<file path="src/rtl/rise_mon_pkg.sv">
// Shared types and helpers for the rise event monitor.
package rise_mon_pkg;

  localparam int W_DEF     = 4;
  localparam int TS_W_DEF  = 16;
  localparam int CNT_W_DEF = 8;

  // One queued event: which bits rose, and the cycle they rose on.
  typedef struct packed {
    logic [W_DEF-1:0]    mask;
    logic [TS_W_DEF-1:0] ts;
  } evt_t;

  // Increment that sticks at all-ones for a counter 'width' bits wide (width < 32).
  function automatic logic [31:0] sat_inc(input logic [31:0] value, input int unsigned width);
    logic [31:0] w_max;
    w_max = 32'hFFFF_FFFF >> (32 - width);
    return (value == w_max) ? value : value + 32'd1;
  endfunction

endpackage

</file>
<file path="src/rtl/rise_evt_fifo.sv">
// Synchronous event FIFO with one-bit-wider pointers for full/empty.
// The head is read straight from storage, so it only changes on a pop
// (or when the first entry lands in an empty FIFO).
module rise_evt_fifo
  import rise_mon_pkg::*;
#(
  parameter int  DEPTH = 4,
  parameter type T     = evt_t
) (
  input  logic clk,
  input  logic rst_n,
  input  logic i_push,
  input  logic i_pop,
  input  T     i_data,
  output logic o_full,
  output logic o_empty,
  output T     o_head
);

  localparam int AW = $clog2(DEPTH);

  logic [AW:0] r_wr_ptr;
  logic [AW:0] r_rd_ptr;
  T            r_mem [DEPTH];
  logic        w_wr_en;
  logic        w_rd_en;

  // A push into a full FIFO is only taken when the head leaves on the same edge.
  assign w_wr_en = i_push && (!o_full || i_pop);
  assign w_rd_en = i_pop && !o_empty;

  assign o_empty = (r_wr_ptr == r_rd_ptr);
  assign o_full  = (r_wr_ptr[AW] != r_rd_ptr[AW]) &&
                   (r_wr_ptr[AW-1:0] == r_rd_ptr[AW-1:0]);
  assign o_head  = r_mem[r_rd_ptr[AW-1:0]];

  // Pointer advance; reset discards whatever was queued.
  always_ff @(posedge clk or negedge rst_n) begin
    if (!rst_n) begin
      r_wr_ptr <= '0;
      r_rd_ptr <= '0;
    end else begin
      if (w_wr_en) r_wr_ptr <= r_wr_ptr + (AW+1)'(1);
      if (w_rd_en) r_rd_ptr <= r_rd_ptr + (AW+1)'(1);
    end
  end

  // Storage write; contents are don't-care until the pointers cover them.
  always_ff @(posedge clk) begin
    if (w_wr_en) r_mem[r_wr_ptr[AW-1:0]] <= i_data;
  end

endmodule

</file>
<file path="src/rtl/rise_event_monitor.sv">
// Rise event monitor: per-bit 0->1 detection on a sampled bus, timestamped
// events queued for a valid/ready consumer, bit-0 rise and drop counters.
// Define RISE_MONITOR_ASSERT_EN to compile the built-in SVA checks.
module rise_event_monitor
  import rise_mon_pkg::*;
#(
  parameter int W     = W_DEF,
  parameter int DEPTH = 4,
  parameter int TS_W  = TS_W_DEF,
  parameter int CNT_W = CNT_W_DEF
) (
  input  logic             clk,
  input  logic             rst_n,
  input  logic [W-1:0]     sample_i,
  input  logic             en_i,
  input  logic             clr_i,
  output logic             evt_valid_o,
  input  logic             evt_ready_i,
  output logic [W-1:0]     evt_mask_o,
  output logic [TS_W-1:0]  evt_ts_o,
  output logic [CNT_W-1:0] lsb_rise_cnt_o,
  output logic [CNT_W-1:0] drop_cnt_o,
  output logic             ovf_o
);

  typedef struct packed {
    logic [W-1:0]    mask;
    logic [TS_W-1:0] ts;
  } evt_loc_t;

  logic [W-1:0]     r_sample_q;
  logic             r_prev_ok;
  logic [TS_W-1:0]  r_ts;
  logic [CNT_W-1:0] r_lsb_cnt;
  logic [CNT_W-1:0] r_drop_cnt;
  logic             r_ovf;

  logic [W-1:0]     w_raw;
  logic [W-1:0]     w_mask;
  logic             w_push;
  logic             w_pop;
  logic             w_drop;
  logic             w_full;
  logic             w_empty;
  evt_loc_t         w_push_evt;
  evt_loc_t         w_head;

  // Previous sample and whether it is trustworthy (only after an enabled edge).
  always_ff @(posedge clk or negedge rst_n) begin
    if (!rst_n) begin
      r_sample_q <= '0;
      r_prev_ok  <= 1'b0;
    end else begin
      r_sample_q <= sample_i;
      r_prev_ok  <= en_i;
    end
  end

  // Rise mask; a bit counts only if it is a definite 1 now and was a definite 0.
  always_comb begin
    w_raw  = sample_i & ~r_sample_q;
    w_mask = '0;
    if (en_i && r_prev_ok) begin
      for (int i = 0; i < W; i++) begin
        w_mask[i] = (w_raw[i] === 1'b1);
      end
    end
  end

  assign w_push          = |w_mask;
  assign w_pop           = !w_empty && evt_ready_i;
  assign w_drop          = w_push && w_full && !w_pop;
  assign w_push_evt.mask = w_mask;
  assign w_push_evt.ts   = r_ts;

  rise_evt_fifo #(
    .DEPTH (DEPTH),
    .T     (evt_loc_t)
  ) u_fifo (
    .clk     (clk),
    .rst_n   (rst_n),
    .i_push  (w_push),
    .i_pop   (w_pop),
    .i_data  (w_push_evt),
    .o_full  (w_full),
    .o_empty (w_empty),
    .o_head  (w_head)
  );

  // Free-running timestamp, untouched by enable or clear.
  always_ff @(posedge clk or negedge rst_n) begin
    if (!rst_n) r_ts <= '0;
    else        r_ts <= r_ts + TS_W'(1);
  end

  // Bit-0 rise count, drop count and sticky overflow; clear beats increment.
  always_ff @(posedge clk or negedge rst_n) begin
    if (!rst_n) begin
      r_lsb_cnt  <= '0;
      r_drop_cnt <= '0;
      r_ovf      <= 1'b0;
    end else if (clr_i) begin
      r_lsb_cnt  <= '0;
      r_drop_cnt <= '0;
      r_ovf      <= 1'b0;
    end else begin
      if (w_mask[0]) r_lsb_cnt  <= CNT_W'(sat_inc(32'(r_lsb_cnt), CNT_W));
      if (w_drop) begin
        r_drop_cnt <= CNT_W'(sat_inc(32'(r_drop_cnt), CNT_W));
        r_ovf      <= 1'b1;
      end
    end
  end

  // Head fields read as zero whenever nothing is queued.
  assign evt_valid_o    = !w_empty;
  assign evt_mask_o     = w_empty ? '0 : w_head.mask;
  assign evt_ts_o       = w_empty ? '0 : w_head.ts;
  assign lsb_rise_cnt_o = r_lsb_cnt;
  assign drop_cnt_o     = r_drop_cnt;
  assign ovf_o          = r_ovf;

`ifdef RISE_MONITOR_ASSERT_EN
  a_lsb_push_is_rose: assert property (@(posedge clk) disable iff (!rst_n)
    (en_i && $past(en_i) && w_push && w_mask[0]) |-> $rose(sample_i[0]))
    else $error("bit-0 push without $rose(sample_i[0]) at %0t", $time);

  a_head_stable: assert property (@(posedge clk) disable iff (!rst_n)
    (evt_valid_o && !evt_ready_i) |=> $stable(evt_mask_o))
    else $error("evt_mask_o changed while stalled at %0t", $time);

  a_ovf_sticky: assert property (@(posedge clk) disable iff (!rst_n)
    $fell(ovf_o) |-> $past(clr_i))
    else $error("ovf_o fell without clr_i at %0t", $time);
`else
`endif

endmodule

</file>
<file path="config.mk">
export PLATFORM = sky130hd
export DESIGN_NAME = rise_event_monitor
export DESIGN_NICKNAME = d
export VERILOG_FILES = /design/src/rtl/rise_mon_pkg.sv /design/src/rtl/rise_evt_fifo.sv /design/src/rtl/rise_event_monitor.sv
export SDC_FILE = /design/constraint.sdc
export NUM_CORES = 1
export LEC_CHECK = 0
export ABC_AREA = 1
export CAP_MARGIN = 20
export CORE_MARGIN = 3
export CORE_UTILIZATION = 57
export DETAILED_ROUTE_END_ITERATION = 16
export PLACE_DENSITY = 0.79
export SLEW_MARGIN = 25
export SYNTH_ARGS = -nofsm -noshare
export SYNTH_HDL_FRONTEND = slang
export SYNTH_SLANG_ARGS = --single-unit
</file>
<file path="constraint.sdc">
create_clock -name clk -period 2.9 [get_ports clk]
set_input_delay 0.58 -clock clk [delete_from_list [all_inputs] [get_ports clk]]
set_output_delay 0.58 -clock clk [all_outputs]
set_load 0.005 [all_outputs]
</file>
Word level (Yosys, flattened, before mapping)
Memories as Yosys holds them, arrays and structs flattened.
Cells that the tools add are included.
{"block": "op_classes", "add_sub_neg": 5, "multipliers": 0, "div_mod_pow": 0, "n_lt_le_gt_ge": 0, "n_eq_ne": 11, "shift": 0, "mux": 13, "bitwise_logic": 2, "reduce_logical": 16}
{"op": "2-to-1 mux 8 bit", "n": 6}
{"op": "adder 16 x 1 -> 16 bit, second input constant", "n": 1}
{"op": "adder 8 x 1 -> 8 bit, second input constant", "n": 2}
{"op": "equality test 8 bit, second input constant", "n": 2}
{"op": "2-to-1 mux 16 bit", "n": 1}
{"op": "2-to-1 mux 4 bit", "n": 2}
{"op": "logical AND 1 bit", "n": 7}
{"op": "adder 3 x 1 -> 3 bit, second input constant", "n": 2}
{"op": "bitwise AND 4 bit", "n": 1}
{"op": "=== test 1 bit, second input constant", "n": 4}
{"op": "2-to-1 mux 1 bit", "n": 4}
{"op": "!= test 2 bit, second input constant", "n": 2}
{"op": "inverter 4 bit", "n": 1}
{"op": "AND reduction 2 bit", "n": 2}
{"op": "nonzero test 2 bit", "n": 2}
{"op": "OR reduction 4 bit", "n": 1}
{"op": "equality test 3 bit", "n": 1}
{"op": "zero test 1 bit", "n": 3}
{"op": "equality test 2 bit", "n": 1}
{"op": "logical OR 1 bit", "n": 1}
{"op": "!= test 1 bit", "n": 1}
{"block": "word_totals", "reg_bits": 44, "latchBits": 0, "ramBits": 80, "rom_bits": 0, "word_cells": 56, "memories": 1}
{"name": "u_fifo.r_mem", "depth": 4, "width": 20, "read_ports": 1, "rd_ports_with_merged_regs": 0, "write_ports": 1, "line_no": "rise_evt_fifo.sv:24", "source": "T r_mem [DEPTH];"}

Depth between registers and ports, before layout
{"block": "depth", "word_depth": 9, "ltp_mapped": 10, "mapped_depth_nobuf": 9}

Modules after synthesis
From an unflattened synthesis, not the netlist that was laid out.
{"block": "unflattened", "hier_cells": 522, "area_unflattened_um2": 5511.5}
{"mod": "rise_evt_fifo", "instances": 1, "cells_each": 255, "area_per_inst_um2": 3404.5}
{"mod": "rise_event_monitor", "instances": 1, "cells_each": 267, "area_per_inst_um2": 2107.0}

Worst setup path after synthesis
OpenSTA, ideal clock, no wires.
{"block": "synth_timing", "path_kind": "in2reg", "from": "input port en_i", "to": "memory u_fifo.r_mem[0][0] in the netlist's numbering (enable)", "arrival_ns": 2.107, "t_required_ns": 2.503, "path_slack_ns": 0.396, "path_stages": 6, "n_path_buf": 0, "path_cell_list": "nand2_1 nor2_1 nor2_1 nand2_1 o21ai_2 nor2_1"}
{"element": "start, declared", "line_no": "rise_event_monitor.sv:15", "source": "input logic en_i,"}
{"element": "end, declared", "line_no": "rise_evt_fifo.sv:24"}

Final worst setup path
{"block": "layout_timing", "from": "register u_fifo.r_rd_ptr[1]", "to": "output port evt_ts_o[11]"}
{"block": "layout_via", "elab_chain_cells": 2, "elab_cells_between_ends": 3, "cone_classes": "eq/ne (1); mux (1); memory (1)"}
{"element": "start, declared", "line_no": "rise_evt_fifo.sv:23", "source": "logic [AW:0] r_rd_ptr;"}
{"element": "start signal, assigned", "line_no": "rise_evt_fifo.sv:44", "source": "if (w_rd_en) r_rd_ptr <= r_rd_ptr + (AW+1)'(1);"}
{"element": "memory (4 x 20 bit) / equality test 3 bit (equally long branches)"}
{"element": "2-to-1 mux 16 bit *", "line_no": "rise_event_monitor.sv:118", "source": "assign evt_ts_o = w_empty ? '0 : w_head.ts;"}
{"element": "end, declared", "line_no": "rise_event_monitor.sv:20", "source": "output logic [TS_W-1:0] evt_ts_o,"}
Mark *: on every way between the ends. The rest lies on a longest branch, timed or not.

==> summary.md <==
| Metric | Value |
|---|---|
| CP Capture Type | primary output |
| Crit path cell chain | buf_6, nand2_1, nand2_1, nand3_2, buf_6, nand2_1, inv_1, clkdlybuf4s50_1 |
| Num rows | 34 |
| Post-CTS Setup Bufs | 0 |
| Vias | 3822 |
| Gate Count Post-Synth | 504 |
| CTS tree | yes |
| Unrepaired setup endpoints after global routing | true |
| Vias in the first global route | 3785 |
| Total wire length | 11.4 mm |
| Gpl congestion | 0.771 |
| Max-Cap Viols | 0 |
| Worst-Margin Slew | 560 ps |
| VDD IR max | 0.000492 V |
| Area of the multi-input gates | 0.00159 mm2 |
| Die height | 103 um |
| Clock group share of total power | 0.334 |
| Post-CTS Hold Fix Bufs | 0 |
| Initial DRC count | 319 |
| Clk_skew | 7.72 ps |
| R2R Path Start | r_prev_ok |
| Pleak | 2.70 nW |
| Final setup viols | 0 |
| Fmax | 0.356 GHz |
| Area Growth Syn to Fin | 23.6% |
| CP max stage delay | 520 ps |
| Req. time, crit path | 2320 ps |
| Fraction of registers with async set/reset | 0.355 |
| ANT cells | 0 |
| Final Util | 0.743 |
| Core Area | 0.00893 mm2 |
| Comb pwr share | 0.313 |
| DRC | 0 |
| First-pass GRT wire length | 18.4 mm |
| HP Class | input pin to async pin |
| Run status | completed |
| WL/cell | 16.5 um |
| Post-DR vias/cell | 5.56 |
| Psw | 0.00188 W |
| Post-route cell area | 0.00664 mm2 |
| Most frequent CP cell | nand2_1 |
| CTS Buf Count | 17 |
| Clock Path Buffers | 2 |
| Post-synth net total | 521 |
| YS warnings | 0 |
| DP Wirelength | 6.91 mm |
| Critical path launch point | u_fifo.r_rd_ptr[1] |
| H-tree Lvls | 4 |
| Clock Latency Late Sink | 510 ps |
| I/O pins | 47 |
| Syn avg cell area | 10.7 um2 |
| DIE AREA | 0.0106 mm2 |
| Largest delay share family, worst path | buffers and inverters |
| Dpl cell area | 0.00599 mm2 |
| Fin. Hold Viols | 0 |
| GRT Util Overall | 0.233 |
| Synth top cells by count | 93 x nand2_1, 80 x edfxtp_1, 71 x nor2_1, 49 x inv_1, 44 x dfrtp_1 |
| Grt ovf | 0 |
| Worst-path fanout max | 22 |
| Chip width | 103 um |
| Root buf cell | clkbuf_8 |
| Register share of total power | 0.353 |
| Fillcell total | 556 |
| PD cells | 927 mW/mm2 |
| Fraction of layout cells with a size suffix above 1 | 0.102 |
| Final period utilization | 0.968 |
| # nets final | 584 |
| Setup crit start kind | register |
| Most common cell in the netlist | nand2_1 |
| Net Sw Frac | 0.305 |
| Tot Pwr | 0.00616 W |
| Syn Std Cell Area | 0.00537 mm2 |
| Initial antenna violation count | 0 |
| Slew Limit Fails | 0 |
| Initial core utilization | 0.601 |
| Worst Path Arrival | 2230 ps |
| Register area share after synthesis | 0.652 |
| Post-synth top area cell | edfxtp_1 |
| Yosys top cell area share | 0.447 |
| Distinct cells, synth | 29 |
| Clock sink count | 124 |
| Bufs and invs on worst path | 4 |
| Post-DRT Antenna Nets | 0 |
| Primary FF master, synth | edfxtp_1 |
| Slowest CP cell | clkdlybuf4s50_1 |
| Pint | 0.00428 W |
| Register Area | 0.00350 mm2 |
| Setup_tns | 0 ps |
| Post-synth EDFFs | 80 |
| Largest net degree at the start of global routing | 45 |
| Ranking of synthesized cells by area | edfxtp_1 45%, dfrtp_1 21%, nand2_1 6.5%, nor2_1 5.0%, o21ai_0 4.0% |
| Fin crit period | 2810 ps |
| Port bufs | 46 |
| Critical path class | register to primary output |
| Worst-path clk slew | 60 ps |
| Number of synthesized register bits | 124 |
| Worst slew margin | 0.627 |
| Initial DRT Pass Iterations | 6 |
## layout by cell type (no fill, tap or decap), types with 16 or more instances in the layout
| cell | netlist | layout |
|---|---|---|
| o22ai_1 | 20 | 20 |
| inv_1 | 49 | 48 |
| edfxtp_1 | 80 | 80 |
| nand2_1 | 93 | 93 |
| nand3_1 | 24 | 23 |
| nor2_1 | 71 | 71 |
| clkbuf_16 | 0 | 16 |
| o21ai_0 | 43 | 43 |
| xor2_1 | 20 | 20 |
| dfrtp_1 | 44 | 43 |
| clkdlybuf4s50_1 | 0 | 45 |
## final timing paths
path	end	slack (ps)	cells after the start
max in group asynchronous	u_fifo.r_rd_ptr[0]	2430	1
worst min register to register	ovf_o	500	2
worst max-delay path	evt_ts_o[11]	90	8
worst max register to register	u_fifo.r_mem[1][7]	830	7
worst min-delay path	lsb_rise_cnt_o[1]	50	1
min in group clk	ovf_o	500	2
## kinds of logic after synthesis
kind of cell	count (synthesis)	synth area share
AO/OA/AOI/OAI	69	0.0715
buffers and inverters	69	0.0529
XOR/XNOR	24	0.0391
flip-flops	124	0.652
AND/OR/NAND/NOR	210	0.165
adder cells (fa/ha/maj)	8	0.0186
## through the flow
stage	hold slack, ps	worst slack, ps	cells
2_1_floorplan	284	396	504
3_3_place_gp	498	319	655
3_5_place_dp	486	199	655
4_1_cts	248	12.7	687
5_1_grt	89.3	3.22	688
6_report	52.9	92.7	688
## final cells by class
cell class	count	share of cell area
clock buffers	17	0.0624
clock inverters	15	0.0260
inverters	51	0.0300
multi-input cells	311	0.239
flip-flops and latches	124	0.528
well taps	108	0.0204
repair buffers	62	0.0942
## per-layer routing
layer  wire length [um]  up-vias  GRT usage  share of wire
met1               4770     1849      0.304           0.42
met5                  0        -          0              0
li1                   -     1819          -              -
met4                176        0     0.0946          0.015
met3                673       18     0.0589          0.059
met2               5760      136      0.374           0.51
## power groups by stage
stage / registers [W] / logic (W) / clock network [W]
after global routing: 0.00219 / 0.00213 / 0.00217
after global placement: 0.00218 / 0.00176 / 0
after floorplan: 0.00218 / 0.000953 / 0
after detailed placement: 0.00219 / 0.00181 / 0
after CTS: 0.00216 / 0.00185 / 0.00208
final: 0.00217 / 0.00193 / 0.00206
## timing repair
action | in CTS | in global routing
gates resized for setup | 2 | 15
cloned | 0 | 1
endpoints found under the setup margin | 8 | 18
pin swaps | 0 | 1
## sequential cells by signal, indices dropped and copies added, names as in the netlist
name / count
u_fifo.r_rd_ptr: 3
drop_cnt_o: 8
u_fifo.r_wr_ptr: 3
u_fifo.r_mem: 80
ovf_o: 1
r_sample_q: 4
lsb_rise_cnt_o: 8
r_ts: 16
r_prev_ok: 1
## worst reg2reg max path: stages (launching register included)
cell     delay, ps
dfrtp_1        320
nand2_1        100
nor2_1         330
nor2_1         110
nand2_1        200
o21ai_2        170
nor2_1         170
buf_4          330
No activity file was read; power rests on OpenSTA's default activity.
